`src/rtl/display_scheduler_if.sv`:
```
// Display path bundle: requester loads, scroll pulses, BCD converter loop and scan outputs.
interface display_scheduler_if;
    logic        clr;
    logic        l;
    logic        r;
    logic        req_a;
    logic [15:0] data_a;
    logic        req_b;
    logic [15:0] data_b;
    logic [19:0] bcd;
    logic        sign;
    logic [15:0] bin_out;
    logic        src_sel;
    logic [1:0]  offset;
    logic        tick;
    logic [1:0]  count;
    logic [3:0]  num;

    modport master (
        output clr, l, r, req_a, data_a, req_b, data_b, bcd, sign,
        input  bin_out, src_sel, offset, tick, count, num
    );

    modport slave (
        input  clr, l, r, req_a, data_a, req_b, data_b, bcd, sign,
        output bin_out, src_sel, offset, tick, count, num
    );
endinterface

```
`src/rtl/display_scheduler.sv`:
```
// Display scheduler: A/B ownership of the BCD converter, scroll offset, scan tick and digit codes.
// Latency: loads and scroll pulses land in 1 cycle; num refreshes on the next scan tick.
// Backpressure: none; loads are always taken, B beats A and A is dropped when both request.
module display_scheduler #(
    parameter int CLK_DIV = 250000,
    parameter int MAX_OFF = 2
) (
    input logic                clk,
    input logic                rst,
    display_scheduler_if.slave bus
);
    localparam int            DW         = $clog2(CLK_DIV);
    localparam logic [DW-1:0] DIV_LAST   = DW'(CLK_DIV - 1);
    localparam logic [1:0]    OFF_MAX    = 2'(MAX_OFF);
    localparam logic [3:0]    CODE_BLANK = 4'd14;
    localparam logic [3:0]    CODE_MINUS = 4'd15;

    logic [DW-1:0] div;
    logic [DW-1:0] div_nxt;
    logic [1:0]    cnt_nxt;
    logic [1:0]    k;
    logic [2:0]    pos;
    logic [4:0]    upper_zero;
    logic [3:0]    digit;
    logic [3:0]    code_nxt;

    assign div_nxt = (div == DIV_LAST) ? '0 : div + DW'(1);
    assign cnt_nxt = bus.count + 2'd1;
    assign k       = (cnt_nxt == 2'd3) ? 2'd0 : cnt_nxt;
    assign pos     = {1'b0, bus.offset} + {1'b0, k};

    // upper_zero[p]: every BCD digit from p up to the top digit is zero
    always_comb begin
        for (int p = 0; p < 5; p++) begin
            upper_zero[p] = ((bus.bcd >> (4 * p)) == 20'd0);
        end
    end

    always_comb begin
        case (pos)
            3'd0:    digit = bus.bcd[3:0];
            3'd1:    digit = bus.bcd[7:4];
            3'd2:    digit = bus.bcd[11:8];
            3'd3:    digit = bus.bcd[15:12];
            default: digit = bus.bcd[19:16];
        endcase
        if (cnt_nxt == 2'd3) begin
            code_nxt = bus.sign ? CODE_MINUS : CODE_BLANK;
        end else if ((pos != 3'd0) && upper_zero[pos]) begin
            code_nxt = CODE_BLANK;
        end else begin
            code_nxt = digit;
        end
    end

    // Scan divider free-runs through clr so the refresh rate never stutters
    always_ff @(posedge clk or negedge rst) begin
        if (!rst) begin
            div      <= '0;
            bus.tick <= 1'b0;
        end else begin
            div      <= div_nxt;
            bus.tick <= (div_nxt == DIV_LAST);
        end
    end

    always_ff @(posedge clk or negedge rst) begin
        if (!rst) begin
            bus.bin_out <= '0;
            bus.src_sel <= 1'b0;
            bus.offset  <= '0;
            bus.count   <= '0;
            bus.num     <= CODE_BLANK;
        end else if (bus.clr) begin
            bus.bin_out <= '0;
            bus.src_sel <= 1'b0;
            bus.offset  <= '0;
            bus.count   <= '0;
            bus.num     <= CODE_BLANK;
        end else begin
            if (bus.tick) begin
                bus.count <= cnt_nxt;
                bus.num   <= code_nxt;
            end
            if (bus.req_b) begin
                bus.bin_out <= bus.data_b;
                bus.src_sel <= 1'b1;
                bus.offset  <= '0;
            end else if (bus.req_a) begin
                bus.bin_out <= bus.data_a;
                bus.src_sel <= 1'b0;
                bus.offset  <= '0;
            end else if (bus.l && !bus.r) begin
                if (bus.offset < OFF_MAX) bus.offset <= bus.offset + 2'd1;
            end else if (bus.r && !bus.l) begin
                if (bus.offset != 2'd0) bus.offset <= bus.offset - 2'd1;
            end
        end
    end
endmodule

```
`src/flat_wrapper.sv`:
```
// flat-port wrapper written by rule: the top's interface ports become plain ports
module display_scheduler_flat 
#(
    parameter int CLK_DIV = 250000,
    parameter int MAX_OFF = 2
)
  (clk, rst, bus_clr, bus_l, bus_r, bus_req_a, bus_data_a, bus_req_b, bus_data_b, bus_bcd, bus_sign, bus_bin_out, bus_src_sel, bus_offset, bus_tick, bus_count, bus_num);
  display_scheduler_if bus_i ();
  input logic clk;
  input logic rst;
  input wire logic [$bits(bus_i.clr)-1:0] bus_clr;
  input wire logic [$bits(bus_i.l)-1:0] bus_l;
  input wire logic [$bits(bus_i.r)-1:0] bus_r;
  input wire logic [$bits(bus_i.req_a)-1:0] bus_req_a;
  input wire logic [$bits(bus_i.data_a)-1:0] bus_data_a;
  input wire logic [$bits(bus_i.req_b)-1:0] bus_req_b;
  input wire logic [$bits(bus_i.data_b)-1:0] bus_data_b;
  input wire logic [$bits(bus_i.bcd)-1:0] bus_bcd;
  input wire logic [$bits(bus_i.sign)-1:0] bus_sign;
  output wire logic [$bits(bus_i.bin_out)-1:0] bus_bin_out;
  output wire logic [$bits(bus_i.src_sel)-1:0] bus_src_sel;
  output wire logic [$bits(bus_i.offset)-1:0] bus_offset;
  output wire logic [$bits(bus_i.tick)-1:0] bus_tick;
  output wire logic [$bits(bus_i.count)-1:0] bus_count;
  output wire logic [$bits(bus_i.num)-1:0] bus_num;
  assign bus_i.clr = bus_clr;
  assign bus_i.l = bus_l;
  assign bus_i.r = bus_r;
  assign bus_i.req_a = bus_req_a;
  assign bus_i.data_a = bus_data_a;
  assign bus_i.req_b = bus_req_b;
  assign bus_i.data_b = bus_data_b;
  assign bus_i.bcd = bus_bcd;
  assign bus_i.sign = bus_sign;
  assign bus_bin_out = bus_i.bin_out;
  assign bus_src_sel = bus_i.src_sel;
  assign bus_offset = bus_i.offset;
  assign bus_tick = bus_i.tick;
  assign bus_count = bus_i.count;
  assign bus_num = bus_i.num;
  display_scheduler #(.CLK_DIV(CLK_DIV), .MAX_OFF(MAX_OFF)) u_core (.clk(clk), .rst(rst), .bus(bus_i));
endmodule
```
`config.mk`:
```
export PLATFORM = sky130hd
export DESIGN_NAME = display_scheduler_flat
export DESIGN_NICKNAME = d
export VERILOG_FILES = /design/src/rtl/display_scheduler_if.sv /design/src/rtl/display_scheduler.sv /design/src/flat_wrapper.sv
export SDC_FILE = /design/constraint.sdc
export NUM_CORES = 1
export LEC_CHECK = 0
export ABC_AREA = 1
export CAP_MARGIN = 20
export CORE_MARGIN = 2
export CORE_UTILIZATION = 42
export CTS_CLUSTER_SIZE = 30
export DETAILED_ROUTE_END_ITERATION = 12
export GPL_ROUTABILITY_DRIVEN = 0
export PLACE_DENSITY_LB_ADDON = 0.05
export SLEW_MARGIN = 20
export SYNTH_ARGS = -nofsm -noshare
export SYNTH_HDL_FRONTEND = slang
export SYNTH_SLANG_ARGS = --single-unit
```
`constraint.sdc`:
```
create_clock -name clk -period 2.35 [get_ports clk]
set_clock_uncertainty 0.2 [all_clocks]
set_input_delay 0.47 -clock clk [delete_from_list [all_inputs] [get_ports clk]]
set_output_delay 0.47 -clock clk [all_outputs]
set_load 0.05 [all_outputs]
```
Word-level counts from Yosys, hierarchy flattened
Index checks and enable logic that the tools add are counted.
Cells by class
  bitwise gates (word level): 0
  multiply operators: 0
  magnitude comparators: 2
  divide/modulo/power cells: 0
  $add $sub $neg: 5
  shift operators: 0
  equal/unequal tests: 7
  reductions and logical operators: 18
  multiplexer cells: 25
Operators with widths (count)
  zero test 20 bit: 5
  2-to-1 mux 16 bit: 3
  equality test 18 bit (second input constant): 2
  2-to-1 mux 2 bit: 10
  adder 18 x 1 -> 18 bit (second input constant): 1
  2-to-1 mux 18 bit: 1
  2-to-1 mux 4 bit: 4
  one-hot mux 4 bit (4 select lines): 1
  nonzero test 5 bit: 2
  equality test 3 x 2 -> 1 bit (second input constant): 2
  nonzero test 3 bit: 2
  2-to-1 mux 1 bit: 5
  != test 5 bit (second input constant): 1
  adder 2 x 1 -> 2 bit (second input constant): 2
  less-than comparator 3 x 4 -> 1 bit (second input constant): 1
  nonzero test 2 bit: 2
  adder 2 x 2 -> 3 bit: 1
  binary-select mux 1 bit (select 3 bit): 1
  equality test 3 x 1 -> 1 bit (second input constant): 1
  logical AND 1 bit: 3
  zero test 3 bit: 1
  AND reduction 3 bit: 1
  equality test 2 bit (second input constant): 1
  zero test 1 bit: 2
  2 further kinds: 2
Storage, ports and cells
  bits in writable memories: 0
  latch bits: 0
  input port bits: 60
  memories: 0
  word-level logic and storage cells: 64
  ROM bits: 0
  output and inout bits: 26
  flip-flop bits (word level): 44

Depth between registers and ports, before layout
Gate-level depths: netlist (run 1).
  depth after elaboration: 11
  depth in mapped cells: 14
  depth with buffers taken out: 13

Worst setup path after synthesis (run 1)
OpenSTA, ideal clock, no wires.
  kind: register to register
  from: register u_core.bus.count[0]
  to: register u_core.bus.num[3]
  library setup time: 60 ps
  arrival time: 2392 ps
  stages on the path, launching flop included: 13
  path slack: -302 ps
  clock period less this slack: 2652 ps
  required time: 2090 ps
  path buffers: 0
  path through: dfrtp_1 > inv_1 > ha_1 > ha_1 > fa_1 > inv_1 > nor3_1 > nand2_1 > nand4_1 > a21oi_1 > nand2_1 > nand2_1 > nand2_1
On the way
  cells in the longest elaborated chain, start to end: 11
  elaborated cells between the ends (all ways): 17
  classes of those cells: add/sub: 2; eq/ne: 4; mux: 8; reduce/logical: 3
RTL lines
  from (decl): line display_scheduler_if.sv:26  | output bin_out, src_sel, offset, tick, count, num
  from (signal assigned): line display_scheduler.sv:82  | bus.count <= cnt_nxt;
  adder 2 x 1 -> 2 bit (*): line display_scheduler.sv:28  | assign cnt_nxt = bus.count + 2'd1;
  equality test 2 bit: line display_scheduler.sv:29, display_scheduler.sv:47
  2-to-1 mux 2 bit: line display_scheduler.sv:29  | assign k = (cnt_nxt == 2'd3) ? 2'd0 : cnt_nxt;
  adder 2 x 2 -> 3 bit: line display_scheduler.sv:30  | assign pos = {1'b0, bus.offset} + {1'b0, k};
  binary-select mux 1 bit (select 3 bit): line display_scheduler.sv:49  | end else if ((pos != 3'd0) && upper_zero[pos]) begin
  2-to-1 mux 1 bit (implied by the code): line display_scheduler.sv:49
  logical AND 1 bit: line display_scheduler.sv:49
  2-to-1 mux 4 bit: line display_scheduler.sv:49
  2-to-1 mux 4 bit (*): line display_scheduler.sv:47  | if (cnt_nxt == 2'd3) begin
  2-to-1 mux 4 bit (*): line display_scheduler.sv:81  | if (bus.tick) begin
  2-to-1 mux 4 bit (*): line display_scheduler.sv:74  | end else if (bus.clr) begin
  to (signal assigned): line display_scheduler.sv:83  | bus.num <= code_nxt;
  to (decl): line display_scheduler_if.sv:26
Every way passes the cells marked *; elsewhere a longest branch is shown, timed or not. The select of a mux whose other input is x is not followed.
A chain may end at the register's enable or synchronous reset.

Worst setup path after layout (run 1)
  from: register u_core.bus.count[0]
  to: register u_core.bus.num[0]
Same word-level chain as after synthesis.

==> results.tsv, run 1 <==
metric	value	unit
status	completed	
synth.avg_cell_area	7.26	um2
tritoncts	done	
rsz0062_at_grt	yes	
dieArea	6890	um2
syn_area	2620	um2
critPathLaunchType	flop	
place_area	3640	um2
nets	523	
crit_type	reg2reg	
synth_seq_cells	44	
drv_cap	0	
min_period	2.31	ns
grt_max_degree	30	
h-tree-depth	2	
report.final.slew_viol_count	0	
std_cell_rows	28	
async_flop_share	1.00	
drc	0	
multi_input_area	1380	um2
synth_ff_type	dfrtp_1	
grt_pass1_vias	2600	
area_growth_syn_to_layout	44.7	%
yosysSeqAreaShare	0.422	
peakVddDrop	0.000305	V
cts_root_buf	clkbuf_8	
numPortBuffers	85	
vias_per_cell	4.92	
synth_nets	427	
end_kind	flop	
finalWirelength	6.99	mm
register_area	1110	um2
yosysUniqueCellTypes	28	
coreArea	5990	um2
critical_path_required	2.34	ns
final-setup-viol-count	0	
max_slew_margin	0.581	
die_h	83.0	um
firstDrtPassIters	4	
antenna_cells	0	
synth-edff-count	0	
grt_overflow	0	
synth_warnings	0	
cts.sinks	44	
drive_gt1_frac	0.0983	
finalHoldViolations	0	
tightest_slew	0.628	ns
total_power	1.79	mW
ctsLongestPathBuffers	2	
post_drt_wl_per_cell	13.1	um
place_hpwl	5.51	mm
p_leak	1.81	nW
design_area	3790	um2
io_pins	86	
p_per_area	471	nW/um2
path_max_fanout	4	
hp-class	reg2reg	
dp.cells	522	
drt_iter0_drc	110	
grt_usage	0.207	
arrival	2.30	ns
grt_pass1_wl	11.8	mm
fillers	558	
fin_ws	0.0377	ns
ant_nets	0	
fin_crit_sh	0.984	
max_freq	0.432	GHz
numCtsBuffers	5	
clkLatencyLatePin	0.30	ns
start_util	0.437	
fp.dieW	83.0	um
clkTransAtPathRegs	0.09	ns
place_worst_setup_slack	0.0576	ns
antenna_found_initial	0	
synthCells	361	
stdcell_count	533	
vias	2623	
==> critical path, cell delays in order (launching register included) <==
cell and delay, ns:
dfrtp_2 0.41, inv_2 0.06, ha_4 0.16, ha_4 0.15, fa_2 0.56, inv_2 0.07
nand3b_1 0.15, nor2_1 0.07, a211oi_2 0.16, nand3_1 0.10, nand2_1 0.06, nand2_1 0.04
==> worst paths after layout <==
check / from / end / slack, ns / cells past startpoint
hold / removal: u_core.bus.num[3]$_DFFE_PN1P_ / u_core.bus.num[3]$_DFFE_PN1P_ / 0.28 / 2
setup reg to reg: u_core.bus.count[0]$_DFFE_PN0P_ / u_core.bus.num[0]$_DFFE_PN0P_ / 0.04 / 11
max in group asynchronous: rst / u_core.bus.offset[0]$_DFFE_PN0P_ / 0.86 / 3
setup / recovery: u_core.bus.count[0]$_DFFE_PN0P_ / u_core.bus.num[0]$_DFFE_PN0P_ / 0.04 / 11
hold reg to reg: u_core.bus.num[3]$_DFFE_PN1P_ / u_core.bus.num[3]$_DFFE_PN1P_ / 0.28 / 2
min in group asynchronous: rst / u_core.div[6]$_DFF_PN0_ / 0.52 / 2
==> synthesized netlist by cell type, types with 3 or more instances <==
| cell type | n | area share |
|---|---|---|
| o21ai_0 | 23 | 0.044 |
| dfrtp_1 | 41 | 0.39 |
| nor2_1 | 57 | 0.082 |
| nand3_1 | 23 | 0.044 |
| nor3_1 | 3 | 0.0057 |
| dfstp_2 | 3 | 0.030 |
| inv_1 | 44 | 0.063 |
| buf_2 | 4 | 0.0076 |
| nor2_2 | 3 | 0.0072 |
| nand2_1 | 105 | 0.15 |
| nand4_1 | 9 | 0.021 |
| ha_1 | 5 | 0.024 |
| a21oi_1 | 5 | 0.0095 |
| mux2i_1 | 16 | 0.061 |
==> final cells by class <==
type	count	share of cell area
Inverter	44	0.0436
Clock buffer	5	0.0182
Timing Repair Buffer	95	0.246
Clock inverter	3	0.0122
Sequential cell	44	0.292
Multi-Input combinational cell	267	0.363
Tap cell	75	0.0248
==> placed cells by master, fill, tap and decap left out, types with 2 or more instances in the layout <==
cell type	instances
nor2_1	56
dfrtp_2	2
buf_4	10
mux2i_1	16
inv_1	40
o21ai_0	23
nand2_1	105
ha_4	2
dfrtp_1	39
nand4_1	9
xor2_1	2
nand3b_1	2
a21oi_1	4
nand2_2	2
nor2_2	4
or2_2	2
clkbuf_8	5
dfstp_2	3
clkdlybuf4s50_1	80
nand3_1	23
inv_2	4
ha_1	3
o21bai_1	2
==> stage by stage <==
stage                util  TNS [ns]  hold WS (ns)
floorplan               -   -0.0339       -0.0256
global placement    0.608         0         0.265
detailed placement  0.608         0         0.267
CTS                 0.628         0         0.281
global route        0.633    -0.216         0.297
finish              0.633         0         0.277
==> kinds of logic after synthesis <==
group / after synthesis / share of synthesized area
simple gates: 209 / 0.333
buf+inv: 50 / 0.0735
flops: 44 / 0.422
compound gates: 33 / 0.0692
mux: 16 / 0.0611
fa+ha+maj: 6 / 0.0315
xor+xnor: 3 / 0.0100
==> routing by layer <==
metal	global-route usage	vias to the layer above	wire length (um)
li1	-	1347	-
met1	0.254	1210	3030
met2	0.362	58	3520
met3	0.0577	8	365
met4	0.0492	0	76
met5	0	-	0
==> state kept, by name, indices dropped and copies added (netlist names) <==
register            cells
u_core.bus.tick         1
u_core.bus.bin_out     16
u_core.bus.count        2
u_core.bus.src_sel      1
u_core.bus.num          4
u_core.bus.offset       2
u_core.div             18
==> what timing repair did <==
action,CTS,global route
cloned,0,0
hold endpoints to repair,17,0
resized for setup,1,4
setup buffers,0,2
setup endpoints to repair,1,5
pin swaps,0,1
hold buffers,1,0
==> power by group <==
part | total (mW) | switching [mW] | internal (mW) | leakage [nW]
Combinational | 0.391 | 0.211 | 0.180 | 1.18
Clock | 0.592 | 0.272 | 0.320 | 0.0548
Sequential | 0.804 | 0.0153 | 0.788 | 0.571
Note: power is estimated with default switching activity, not from simulation.
==> inputs of run 2 (changes only) <==
--- a/config.mk
+++ b/config.mk
@@ -9,11 +9,12 @@
 export CAP_MARGIN = 20
 export CORE_MARGIN = 2
 export CORE_UTILIZATION = 42
+export CTS_CLUSTER_DIAMETER = 150
 export CTS_CLUSTER_SIZE = 30
 export DETAILED_ROUTE_END_ITERATION = 12
 export GPL_ROUTABILITY_DRIVEN = 0
 export PLACE_DENSITY_LB_ADDON = 0.05
-export SLEW_MARGIN = 20
+export SLEW_MARGIN = 0
 export SYNTH_ARGS = -nofsm -noshare
 export SYNTH_HDL_FRONTEND = slang
 export SYNTH_SLANG_ARGS = --single-unit
==> constraint.sdc (replaced) <==
create_clock -name clk -period 2.1 [get_ports clk]
set_clock_uncertainty 0.2 [all_clocks]
set_input_delay 0.42 -clock clk [delete_from_list [all_inputs] [get_ports clk]]
set_output_delay 0.42 -clock clk [all_outputs]
set_load 0.05 [all_outputs]
==> results.tsv, run 2 (synthesis results as in run 1) <==
metric	value	unit
finalCoreUtilization	0.633	
end_kind	flop	
nets	533	
worstReg2RegEnd	u_core.bus.num[3]$_DFFE_PN1P_	
antenna_cells	0	
min_period	2.25	ns
status	finished with violations	
cts_root_buf	clkbuf_8	
ctsLongestPathBuffers	2	
fp.dieW	83.0	um
crit_type	reg2reg	
r2r_slack	-0.15	ns
drive_gt1_frac	0.175	
fin_crit_sh	1.07	
violations	setup timing	
largest_register	u_core.div	
die_h	83.0	um
final.setup.tns	-0.528	ns
max_slew_margin	0.697	
tritoncts	done	
start_util	0.437	
reg2regPathDepth	13	
holdWs	0.291	ns
drt_iter0_drc	106	
p_leak	1.88	nW
crit_top_cell	nand2_1	
io_pins	86	
finalHoldViolations	0	
fillers	548	
place_hpwl	5.56	mm
final_common_cell	nand2_1	
vias	2645	
stdcell_count	543	
grt_pass1_wl	11.7	mm
cp_num_buf_inv	3	
cts.sinks	44	
place_worst_setup_slack	-0.212	ns
h-tree-depth	2	
dieArea	6890	um2
grt_max_degree	23	
grt_pass1_vias	2619	
regToRegStartpoint	u_core.bus.count[0]$_DFFE_PN0P_	
critPathLaunchType	flop	
final-setup-viol-count	4	
rsz0062_at_grt	yes	
min_to	u_core.bus.num[3]$_DFFE_PN1P_	
area_growth_syn_to_layout	44.8	%
path_delay_family	adder cells	
report.final.slew_viol_count	0	
firstDrtPassIters	4	
arrival	2.29	ns
drc	0	
crit_slowest_cell	fa_2	
path_max_fanout	4	
critical_path_required	2.13	ns
grt_usage	0.203	
numCtsBuffers	5	
max_stage_delay	0.56	ns
drv_cap	0	
clkTransAtPathRegs	0.08	ns
antenna_found_initial	0	
finalWirelength	6.85	mm
numPortBuffers	85	
max_freq	0.444	GHz
dp.cells	529	
p_per_area	495	nW/um2
peakVddDrop	0.000361	V
post_drt_wl_per_cell	12.6	um
fin_ws	-0.154	ns
largestRegisters	u_core.div: 18 flops, u_core.bus.bin_out: 16 flops, u_core.bus.num: 4 flops	
vias_per_cell	4.87	
crit_chain	inv_2 > ha_4 > ha_4 > fa_2 > inv_2 > nand3b_1 > inv_2 > nand2_1 > nand4_1 > a21oi_1 > nand2_1 > nand2_1 > nand2_1	
coreArea	5990	um2
hp-class	reg2reg	
std_cell_rows	28	
ant_nets	0	
clkLatencyLatePin	0.29	ns
largest_register_ffs	18	
grt_overflow	0	
holdPathStages	2	
final_cell_mix	104 x nand2_1, 58 x clkdlybuf4s50_1, 53 x nor2_1	
tightest_slew	0.454	ns
holdCritStartpoint	u_core.bus.num[3]$_DFFE_PN1P_	
[run 2: cell types whose count changed in the layout (fill, tap and decap cells not counted), moves of 2 or more]
cell and delta:
buf_4 +34, clkinv_2 +2, nor2_1 -3, clkdlybuf4s50_1 -22, nor2_2 +3
[run 2: where the power goes]
group / internal [mW] / leakage [nW] / total, mW / switching (mW)
registers: 0.882 / 0.571 / 0.900 / 0.0183
logic: 0.195 / 1.26 / 0.431 / 0.236
clock network: 0.263 / 0.0510 / 0.546 / 0.283
total: 1.34 / 1.88 / 1.88 / 0.538
[run 2: timing repair]
action,in CTS,in global routing
setup buffers,3,2
setup endpoints to repair,4,5
resized for setup,3,4
hold buffers,1,0
hold endpoints to repair,17,0
pin swaps,8,3
[run 2: area by class of cell]
cell class / instances / area (um2) / share of cell area
clock buffer: 6 / 82.6 / 0.0218
multi-input combinational: 267 / 1390 / 0.366
inverter: 44 / 165 / 0.0435
timing repair buffer: 105 / 946 / 0.249
sequential: 44 / 1110 / 0.292
tap: 75 / 93.8 / 0.0247
clock inverter: 2 / 10.0 / 0.00264
[run 2: per-stage QoR]
stage	cell area (um2)	power [mW]
after global routing	3790	1.97
after global placement	3630	1.34
final	3790	1.88
after floorplan	2670	1.12
after CTS	3770	1.90
after detailed placement	3630	1.35
[run 2: worst register-to-register path, stage by stage (launching register included)]
cell and delay [ns]:
dfrtp_2 0.39, inv_2 0.05, ha_4 0.16, ha_4 0.15, fa_2 0.56, inv_2 0.07
nand3b_1 0.14, inv_2 0.06, nand2_1 0.05, nand4_1 0.07, a21oi_1 0.12, nand2_1 0.06
nand2_1 0.05, nand2_1 0.05
[run 2: worst max path at each step]
| stage | start | to | slack [ns] | depth (start not counted) |
|---|---|---|---|---|
| after floorplan | u_core.bus.count[0]$_DFFE_PN0P_ | u_core.bus.num[3]$_DFFE_PN1P_ | -0.27 | 13 |
| final | u_core.bus.count[0]$_DFFE_PN0P_ | u_core.bus.num[3]$_DFFE_PN1P_ | -0.15 | 13 |
| after global routing | u_core.bus.count[0]$_DFFE_PN0P_ | u_core.bus.num[3]$_DFFE_PN1P_ | -0.31 | 13 |
| after CTS | u_core.bus.count[0]$_DFFE_PN0P_ | u_core.bus.num[3]$_DFFE_PN1P_ | -0.15 | 13 |
| after detailed placement | u_core.bus.count[0]$_DFFE_PN0P_ | u_core.bus.num[0]$_DFFE_PN0P_ | -0.21 | 12 |
| after global placement | u_core.bus.count[0]$_DFFE_PN0P_ | u_core.bus.num[3]$_DFFE_PN1P_ | -0.13 | 13 |
[run 2: routing by layer]
layer | wire [um] | global-route usage | share of wire
met5 | 0 | 0 | 0
met4 | 53 | 0.0447 | 0.0077
met3 | 265 | 0.0368 | 0.039
met2 | 3500 | 0.372 | 0.51
met1 | 3030 | 0.246 | 0.44
